$ cat src/rtl/nibble_serial_adder.sv
// Multi-cycle W-bit adder that reuses one 4-bit add slice, one nibble per clock,
// least-significant nibble first, rippling the carry through a register.
module nibble_serial_adder #(
    parameter int NIBBLES = 4
) (
    input  logic                   clk,
    input  logic                   rst,
    input  logic                   start,
    input  logic [4*NIBBLES-1:0]   a,
    input  logic [4*NIBBLES-1:0]   b,
    input  logic                   cin,
    output logic                   busy,
    output logic                   done,
    output logic [4*NIBBLES-1:0]   sum,
    output logic                   cout
);
    localparam int W     = 4 * NIBBLES;
    localparam int IDX_W = (NIBBLES > 1) ? $clog2(NIBBLES) : 1;
    localparam logic [IDX_W-1:0] LAST_IDX = IDX_W'(NIBBLES - 1);

    typedef enum logic [1:0] {
        S_IDLE = 2'd0,
        S_RUN  = 2'd1,
        S_DONE = 2'd2
    } state_t;

    // The shared 4-bit slice: returns {cout, sum} for (a, b, cin).
    function automatic logic [4:0] slice_add4(input logic [3:0] sa,
                                              input logic [3:0] sb,
                                              input logic       scin);
        return {1'b0, sa} + {1'b0, sb} + {4'b0000, scin};
    endfunction

    state_t             r_state;
    state_t             w_next;
    logic [W-1:0]       r_a;
    logic [W-1:0]       r_b;
    logic               r_carry;
    logic [IDX_W-1:0]   r_idx;
    logic [W-1:0]       r_sum;
    logic               r_cout;

    logic [IDX_W+1:0]   w_base;
    logic [3:0]         w_a_nib;
    logic [3:0]         w_b_nib;
    logic [4:0]         w_slice;
    logic               w_last;

    assign w_base  = {r_idx, 2'b00};
    assign w_a_nib = r_a[w_base +: 4];
    assign w_b_nib = r_b[w_base +: 4];
    assign w_slice = slice_add4(w_a_nib, w_b_nib, r_carry);
    assign w_last  = (r_idx == LAST_IDX);

    always_ff @(posedge clk or posedge rst) begin
        if (rst) r_state <= S_IDLE;
        else     r_state <= w_next;
    end

    always_comb begin
        w_next = r_state;
        case (r_state)
            S_IDLE:  if (start) w_next = S_RUN;
            S_RUN:   if (w_last) w_next = S_DONE;
            S_DONE:  w_next = S_IDLE;
            default: w_next = S_IDLE;
        endcase
    end

    always_ff @(posedge clk or posedge rst) begin
        if (rst) begin
            r_a     <= '0;
            r_b     <= '0;
            r_carry <= 1'b0;
            r_idx   <= '0;
            r_sum   <= '0;
            r_cout  <= 1'b0;
        end else begin
            case (r_state)
                S_IDLE: begin
                    if (start) begin
                        r_a     <= a;
                        r_b     <= b;
                        r_carry <= cin;
                        r_idx   <= '0;
                        r_sum   <= '0;
                    end
                end
                S_RUN: begin
                    r_sum[w_base +: 4] <= w_slice[3:0];
                    r_carry            <= w_slice[4];
                    // Index parks on the last nibble rather than wrapping.
                    if (w_last) r_cout <= w_slice[4];
                    else        r_idx  <= r_idx + 1'b1;
                end
                default: ;
            endcase
        end
    end

    assign busy = (r_state == S_RUN);
    assign done = (r_state == S_DONE);
    assign sum  = r_sum;
    assign cout = r_cout;
endmodule

$ cat config.mk
export PLATFORM = sky130hd
export DESIGN_NAME = nibble_serial_adder
export DESIGN_NICKNAME = d
export VERILOG_FILES = /design/src/rtl/nibble_serial_adder.sv
export SDC_FILE = /design/constraint.sdc
export NUM_CORES = 1
export LEC_CHECK = 0
export ABC_CLOCK_PERIOD_IN_PS = 4600
export CORE_ASPECT_RATIO = 0.7
export CORE_MARGIN = 2
export CORE_UTILIZATION = 30
export CTS_CLUSTER_DIAMETER = 40
export DETAILED_ROUTE_END_ITERATION = 8
export GPL_ROUTABILITY_DRIVEN = 0
export PLACE_DENSITY = 0.56
export SYNTH_ARGS = -nofsm -noshare
export SYNTH_HDL_FRONTEND = slang
export SYNTH_SLANG_ARGS = --single-unit
$ cat constraint.sdc
create_clock -name clk -period 4.6 [get_ports clk]
set_clock_uncertainty 0.05 [all_clocks]
set_input_delay 0.46 -clock clk [delete_from_list [all_inputs] [get_ports clk]]
set_output_delay 0.46 -clock clk [all_outputs]
set_load 0.02 [all_outputs]
## Yosys cells after proc, flatten, opt, wreduce, memory -nomap -nowiden

Cells that the tools add are included.

- Flip-flop bits (word level): 54

- $add $sub $neg: 4
- Equality and inequality tests: 6
- Shift operators: 4
- Multiplexer cells: 11
- Reductions and logical operators: 7

Operators by type and width:

| cell | number |
|---|---|
| $pmux W16 S2 | 1 |
| $shiftx A16 B5 Y4 | 2 |
| $bwmux W16 | 1 |
| $mux W16 | 1 |
| $shift A4 B6 Y16 const A | 1 |
| $shiftx A4 B6 Y16 | 1 |
| $mux W2 | 4 |
| $pmux W2 S2 | 2 |
| $reduce_and A2 Y1 | 4 |
| $neg A4 Y6 | 1 |
| $add A4 B4 Y5 | 1 |
| $add A5 B1 Y5 | 1 |
| $eq A2 B2 Y1 const B | 2 |
| $ne A2 B2 Y1 const B | 2 |
| $reduce_and A3 Y1 | 1 |
| $add A2 B1 Y2 const B | 1 |
| $eq A2 B1 Y1 const B | 1 |
| $logic_not A2 Y1 | 1 |
| $ne A2 B1 Y1 const B | 1 |
| $pmux W1 S2 | 1 |
| $reduce_bool A2 Y1 | 1 |
| $mux W1 | 1 |

## Logic depth before layout (Yosys ltp)

Gate-level depths: netlist of run 1.

- Depth in word-level cells: 6
- Gate-level depth with buffers: 9

## Least setup slack after synthesis of run 1

OpenSTA, ideal clock, no wires.

- Path kind: reg-to-reg
- Start point: register r_idx[0]
- End point: register r_carry
- Arrival: 2.438 ns
- Data required time: 4.424 ns
- Setup slack: 1.986 ns
- Cell stages (with the launch flop): 10
- Path buffers: 1
- Period minus slack after synthesis: 2.614 ns
- Path through: dfrtp_1 > buf_2 > mux4_2 > fa_1 > inv_1 > fa_1 > nor2b_1 > o21ai_0 > nand2b_1 > a221o_1

- Word-level cells in the longest chain between the ends: 4
- Elaborated cells on any way between the ends: 5
- Those cells by class: add/sub: 2; shift: 2; mux: 1

RTL lines:

| what | RTL line | RTL |
|---|---|---|
| start, declared | 39 | `logic [IDX_W-1:0] r_idx;` |
| start signal, assigned | 94 | `else r_idx <= r_idx + 1'b1;` |
| $shiftx A16 B5 Y4 (on tied branches) | 50, 51 |  |
| $add A4 B4 Y5 (*) | 31 | `return {1'b0, sa} + {1'b0, sb} + {4'b0000, scin};` |
| $add A5 B1 Y5 (*) | 31 |  |
| $pmux W1 S2 (*) | 79 | `case (r_state)` |
| end signal, assigned | 84 | `r_carry <= cin;` |
| end signal, assigned | 91 | `r_carry <= w_slice[4];` |
| end, declared | 38 | `logic r_carry;` |

Every way passes the cells marked *; elsewhere a longest branch is shown, timed or not.
A chain may end at the register's enable or synchronous reset.

## Worst setup path in the final report of run 1

Ends and elaborated chain as after synthesis.

==> results of run 1 <==
[layer usage]
metal	GRT usage	vias to the layer above	wire, microns
met4	0.02561	0	13
met2	0.1783	43	2167
li1	-	724	-
met1	0.1822	783	2522
met3	0.03623	2	312
met5	0	-	0
[power groups by stage]
| stage | registers [mW] | logic [mW] | clock network, mW |
|---|---|---|---|
| floorplan | 0.853 | 0.918 | 0 |
| global placement | 0.875 | 1.31 | 0 |
| detailed placement | 0.876 | 1.33 | 0 |
| CTS | 0.870 | 1.34 | 0.381 |
| global route | 0.903 | 1.44 | 0.404 |
| finish | 0.863 | 1.31 | 0.370 |
[cell type report]
cell class | count | area, sq um
multi-input cells | 99 | 1064
clock inverters | 3 | 21.27
well taps | 101 | 126.4
flip-flops and latches | 54 | 1351
fillers | 782 | 4703
repair buffers | 55 | 548.0
inverters | 9 | 33.78
clock buffers | 5 | 125.1
[cell usage after synthesis]
| cell type | number |
|---|---|
| dfrtp_1 | 54 |
| mux2_2 | 34 |
| a22o_1 | 17 |
| inv_1 | 8 |
| mux4_2 | 8 |
| ha_1 | 7 |
| nand2_1 | 6 |
| a21o_1 | 5 |
| buf_6 | 3 |
| nor2_1 | 3 |
| buf_2 | 2 |
| fa_1 | 2 |
| nand2b_4 | 2 |
| xnor2_1 | 2 |
| a21oi_1 | 1 |
| a221o_1 | 1 |
| and2_4 | 1 |
| and2b_1 | 1 |
| and3_1 | 1 |
| and3b_1 | 1 |
| inv_2 | 1 |
| nand2b_1 | 1 |
| nor2_4 | 1 |
| nor2b_1 | 1 |
| nor3_1 | 1 |
| nor4_2 | 1 |
| nor4b_2 | 1 |
| o21ai_0 | 1 |
[stage by stage]
stage	setup WS [ps]	power, mW	area, sq um	hold slack, ps
floorplan	1986	1.772	2492	425.1
global placement	1739	2.187	3123	435.3
detailed placement	1694	2.207	3123	441.2
CTS	1703	2.586	3269	457.3
global route	1513	2.752	3269	469.5
finish	1741	2.541	3269	452.3
[how the worst max path moves through the flow]
stage	startpoint	cells after the start	endpoint
global route	r_idx[0]	8	r_carry
floorplan	r_idx[0]	9	r_carry
detailed placement	r_idx[0]	8	r_carry
global placement	r_idx[0]	8	r_carry
finish	r_idx[0]	8	r_carry
CTS	r_idx[0]	8	r_carry
[worst reg2reg max path: stages (launching register included)]
cell      delay (ps)
dfrtp_1          800
mux4_2           610
fa_1             420
inv_1             80
fa_1             200
nor2b_1           50
o21ai_0          140
nand2b_1          90
a221o_1          320
[state kept, by name (all words and copies together), names as in the netlist]
| register | flops |
|---|---|
| r_a | 16 |
| r_b | 16 |
| sum | 16 |
| r_idx | 2 |
| r_state | 2 |
| cout | 1 |
| r_carry | 1 |
[cells by family after synthesis]
logic type,after synthesis
fa+ha+maj,9
buf+inv,14
compound gates,25
simple gates,21
flops,54
xor+xnor,2
mux,42
==> results by group, run 1 <==
Run status
  – Outcome: finished, violations left
  – Violated checks: design-rule violations

Clock tree
  – Hold_buf cts: 0
  – Worst-skew pair later-pin latency: ~290 ps
  – PostCTS Resize Cnt: 0
  – Worst-path clk slew: 70 ps
  – CTS Sinks: 54
  – Root Driver: clkbuf_16
  – Clk buf depth: 2
  – H-tree depth: 2
  – Post-CTS Setup Repair Bufs: 0
  – Cts bufs inserted: 5
  – CTS tree: built

Critical path
  – CP Buf/Inv Count: 1
  – Crit start category: flip-flop
  – Crit path largest cell delay: 800 ps
  – Critical path data required time: 4720 ps
  – Worst R2R Start: r_idx[0]
  – WP data arrival: just under 3000 ps
  – Reg2reg end: r_carry
  – Crit-path cells: mux4_2, fa_1, inv_1, fa_1, nor2b_1, o21ai_0, nand2b_1, a221o_1
  – Worst setup path class: reg -> reg
  – Critical path endpoint category: flip-flop
  – Critical Path Most Common Cell: fa_1
  – Worst R2R Setup Slack: around 1700 ps
  – CP top delay family: flip-flops
  – Reg2Reg Depth: 8
  – Max FO, Critical Path: 14
  – Slowest stage cell, crit path: dfrtp_1

Die
  – Starting Density: 0.3126
  – Die height: ~80 microns
  – Core area: between 7000 and 8000 sq um
  – Die area: a little over 9000 sq um
  – Die X: 112.9 microns
  – Core Rows: 27
  – IO Count: 55

Global routing
  – First-pass GRT wire length: roughly 8500 microns
  – Initial antenna violation count: 0
  – Tot GR Track Use: 0.1231
  – Largest net degree at the start of global routing: 55
  – Gr ovfl total: 0
  – Vias in the first global route: 1615

Min path
  – Worst min-delay path startpoint: sum[4]
  – Worst hold path class: reg -> reg
  – WHS Endpoint: sum[4]
  – Hold path depth: 1

Run
  – Maxcap violations: 0

Synth
  – Area share of fa/ha/maj cells after synthesis: 0.05120
  – Flops & latches, synth: 54
  – Synth top area cells: dfrtp_1 54%, mux2_2 15%, mux4_2 7.2%
  – Synthesis Warnings: 0
  – Complex-gate fraction of the synthesized area: 0.08283
  – Simple-gate share of the synthesized area: 0.05974
  – Synth Area per Inst: between 10 and 15 sq um
  – Syn_nets: ~210
  – Yosys top cell area share: 0.5422
  – Post-synth top area cell: dfrtp_1
  – Sequential share of the synthesized area: 0.5422
  – Synth Cell Area: around 2500 sq um
  – Multiplexer area fraction after synthesis: 0.2259
  – Yosys cell types: 28
  – Post-Synthesis Cells: around 170
  – XOR/XNOR Fraction of Synth Area: 0.007028
  – Combinational family with the most area after synthesis: multiplexers

Layout
  – Final core occ: 0.4101
  – Final nets: ~270
  – Finished Layout Cells: between 300 and 400
  – ANT cells: 0
  – Area grow syn2layout: 31.17%
  – Highest-count cells in the layout ignoring fill and taps: 54 x dfrtp_1, 54 x clkdlybuf4s50_1, 34 x mux2_2
  – Share of cells above drive strength 1: 0.2622

Pwr
  – Pleak: between 1 and 1.5 nW
  – Switching power: 0.9941 mW
  – Comb power frac: 0.514
  – Maximum vdd drop: 0.3410 mV
  – Switching part of the total: 0.3912
  – Power density cells: approximately 780 nW/um^2
  – Internal Power: approximately 1.5 mW
  – Clock share of power: 0.146
  – Sequential Power Share: 0.340

Timing
  – Hold Fails Final Rpt: 0
  – Slew headroom: 0.3346
  – RSZ-0062 raised after global routing: false
  – Final setup fails: 0
  – Slew @ Worst Pin: 995.7 ps
  – Max-slew violation count: 0
  – Setup tns final: 0 ps
  – Max Clock Freq: around 350 MHz
  – Minimum clock period: between 2000 and 3000 ps
  – Period utilization: 0.6215

Routing
  – Drt wl/cell: ~15 microns
  – Drt total wl: between 5000 and 6000 microns
  – First-pass iteration count of the detailed router: 8
  – Drc violations: 4
  – Initial DRC count: 59
  – Vias: between 1500 and 2000
  – Vias per inst: around 4.8
  – Routed Antenna Nets: 0

Place
  – Dpl hpwl: 3555 microns
  – Placed Cells: between 300 and 400
  – Port bufs: 54
No activity file was read; power rests on OpenSTA's default activity.
==> run 2: changes to the inputs <==
--- a/config.mk
+++ b/config.mk
@@ -5,14 +5,14 @@
 export SDC_FILE = /design/constraint.sdc
 export NUM_CORES = 1
 export LEC_CHECK = 0
-export ABC_CLOCK_PERIOD_IN_PS = 4600
+export ABC_CLOCK_PERIOD_IN_PS = 2400
 export CORE_ASPECT_RATIO = 0.7
 export CORE_MARGIN = 2
 export CORE_UTILIZATION = 30
 export CTS_CLUSTER_DIAMETER = 40
 export DETAILED_ROUTE_END_ITERATION = 8
 export GPL_ROUTABILITY_DRIVEN = 0
-export PLACE_DENSITY = 0.56
+export PLACE_DENSITY = 0.58
 export SYNTH_ARGS = -nofsm -noshare
 export SYNTH_HDL_FRONTEND = slang
 export SYNTH_SLANG_ARGS = --single-unit
==> constraint.sdc (replaced) <==
create_clock -name clk -period 2.4 [get_ports clk]
set_clock_uncertainty 0.05 [all_clocks]
set_input_delay 0.24 -clock clk [delete_from_list [all_inputs] [get_ports clk]]
set_output_delay 0.24 -clock clk [all_outputs]
set_load 0.02 [all_outputs]
==> results by group, run 2 (synthesis results as in run 1) <==
Global routing
  – Vias in the first global route: 1675 (+3.7%)
  – Largest net degree at the start of global routing: 55 (unchanged)
  – Gr ovfl total: 0 (unchanged)
  – Initial antenna violation count: 0 (unchanged)
  – Tot GR Track Use: 0.1243 (+0.001132)
  – First-pass GRT wire length: 8714 microns (+2.3%)

Timing
  – Period utilization: 0.9918 (+0.3703)
  – Worst Setup Slack, final: 19.74 ps (-1721 ps)
  – Minimum clock period: 2380 ps (-478.7 ps)
  – Slew headroom: 0.6879 (+0.3533)
  – Max Clock Freq: 420.1 MHz (+20%)
  – Hold WS: 267.8 ps (-184.5 ps)
  – Final setup fails: 0 (unchanged)
  – RSZ-0062 raised after global routing: true
  – Hold Fails Final Rpt: 0 (unchanged)
  – Slew @ Worst Pin: 466.9 ps (-528.8 ps)
  – Setup tns final: 0 ps (unchanged)
  – Max-slew violation count: 0 (unchanged)

Layout
  – ANT cells: 0 (unchanged)
  – Most common cell after layout, fill and taps aside: clkdlybuf4s50_1
  – Highest-count cells in the layout ignoring fill and taps: 54 x clkdlybuf4s50_1, 53 x dfrtp_1, 34 x mux2_2
  – Multi-input logic area: 1086 sq um (+2.1%)
  – Share of cells above drive strength 1: 0.3205 (+0.05829)
  – Final nets: 278 (+3.3%)
  – Design Area, Final: 3391 sq um (+3.7%)
  – Area grow syn2layout: 36.04%
  – Fill cells: 765 (-2.2%)
  – Seq. cell area: 1353 sq um (about the same)

Critical path
  – WP data arrival: 2500 ps (-480 ps)
  – Reg2Reg Depth: 8 (unchanged)
  – Crit start category: flip-flop
  – Worst setup path class: reg -> reg
  – Critical path endpoint category: flip-flop
  – Critical path data required time: 2520 ps (-2200 ps)
  – Max FO, Critical Path: 5 (-9)
  – Worst R2R Setup Slack: 20 ps (-1720 ps)
  – Reg2reg end: r_carry
  – Worst R2R Start: r_idx[0]

Clock tree
  – Worst-skew pair later-pin latency: 290 ps (about the same)
  – Root Driver: clkbuf_16
  – CTS tree: built
  – CTS Sinks: 54 (unchanged)
  – H-tree depth: 2 (unchanged)
  – Cts bufs inserted: 5 (unchanged)
  – Clk buf depth: 2 (unchanged)
  – Worst-path clk slew: 70 ps (about the same)
  – Hold_buf cts: 0 (unchanged)

Die
  – Die X: 112.9 microns (unchanged)
  – Core area: 7973 sq um (unchanged)
  – Core Rows: 27 (unchanged)
  – IO Count: 55 (unchanged)
  – Die height: 80.26 microns (unchanged)
  – Die area: 9065 sq um (unchanged)
  – Starting Density: 0.3126 (unchanged)

Place
  – Area of placed instances: 3213 sq um (+2.9%)
  – Dpl hpwl: 3807 microns (+7.1%)
  – Port bufs: 54 (unchanged)
  – Dpl ws: -8.089 ps (-1702 ps)

Routing
  – Drt total wl: 5192 microns (+3.5%)
  – Vias: 1549 (-0.19%)
  – Vias per inst: 4.624 (-2.9%)
  – Drc violations: 5 (+1)
  – Initial DRC count: 50 (-15%)
  – Routed Antenna Nets: 0 (unchanged)
  – Drt wl/cell: 15.50 microns (+0.73%)
  – First-pass iteration count of the detailed router: 6 (-2)

Min path
  – Worst hold path class: in -> async

Run status
  – Outcome: finished, violations left
  – Violated checks: design-rule violations

Pwr
  – Maximum vdd drop: 0.5251 mV (+54%)
  – Power density cells: 1561 nW/um^2 (+100%)
  – Pleak: 1.464 nW (+4.5%)

Run
  – Maxcap violations: 0 (unchanged)
-- run 2: stage by stage --
| stage | utilization | std cells | power (mW) |
|---|---|---|---|
| after floorplan | - | 167 | 3.446 |
| after global placement | 0.4030 | 326 | 4.424 |
| after detailed placement | 0.4030 | 326 | 4.440 |
| after CTS | 0.4217 | 334 | 5.195 |
| after global routing | 0.4253 | 335 | 5.720 |
| final | 0.4253 | 335 | 5.295 |
-- run 2: cell type report --
cell class / count / area share
clock inverter: 1 / 0.001476
multi-input combinational: 99 / 0.3203
tap: 101 / 0.03727
sequential: 54 / 0.3989
clock buffer: 7 / 0.04207
inverter: 9 / 0.009963
timing repair buffer: 64 / 0.1900
-- run 2: worst max-delay path by stage --
stage | endpoint | slack (ps) | from
5_1_grt | r_carry | -90 | r_idx[0]
4_1_cts | sum[3] | 20 | r_idx[1]
3_3_place_gp | sum[3] | 70 | r_idx[0]
2_1_floorplan | r_carry | 1 | r_idx[0]
3_5_place_dp | r_carry | -8 | r_idx[0]
6_report | r_carry | 20 | r_idx[0]
-- run 2: timing repair --
item | CTS | global route
gates resized for setup | 1 | 5
buffers inserted | 0 | 1
pin swaps | 0 | 9
setup endpoints to repair | 1 | 6
-- run 2: worst max-delay path, stage by stage (launching register included) --
cell and delay [ps]:
dfrtp_2 440, mux4_2 550, fa_2 390, inv_2 60, fa_2 210, nor2b_2 50
o21ai_2 100, nand2b_1 80, a221o_1 330
-- run 2: per-layer routing --
layer,up-vias,wire length (microns),track usage
met5,-,0,0
met4,0,10,0.02927
met3,2,291,0.03472
met2,38,2230,0.1801
met1,764,2659,0.1837
li1,745,-,-
-- run 2: where the power goes --
group	internal (mW)	switching (mW)
Combinational	1.54	1.43
Sequential	1.33	0.265
Clock	0.414	0.310
Total	3.29	2.01
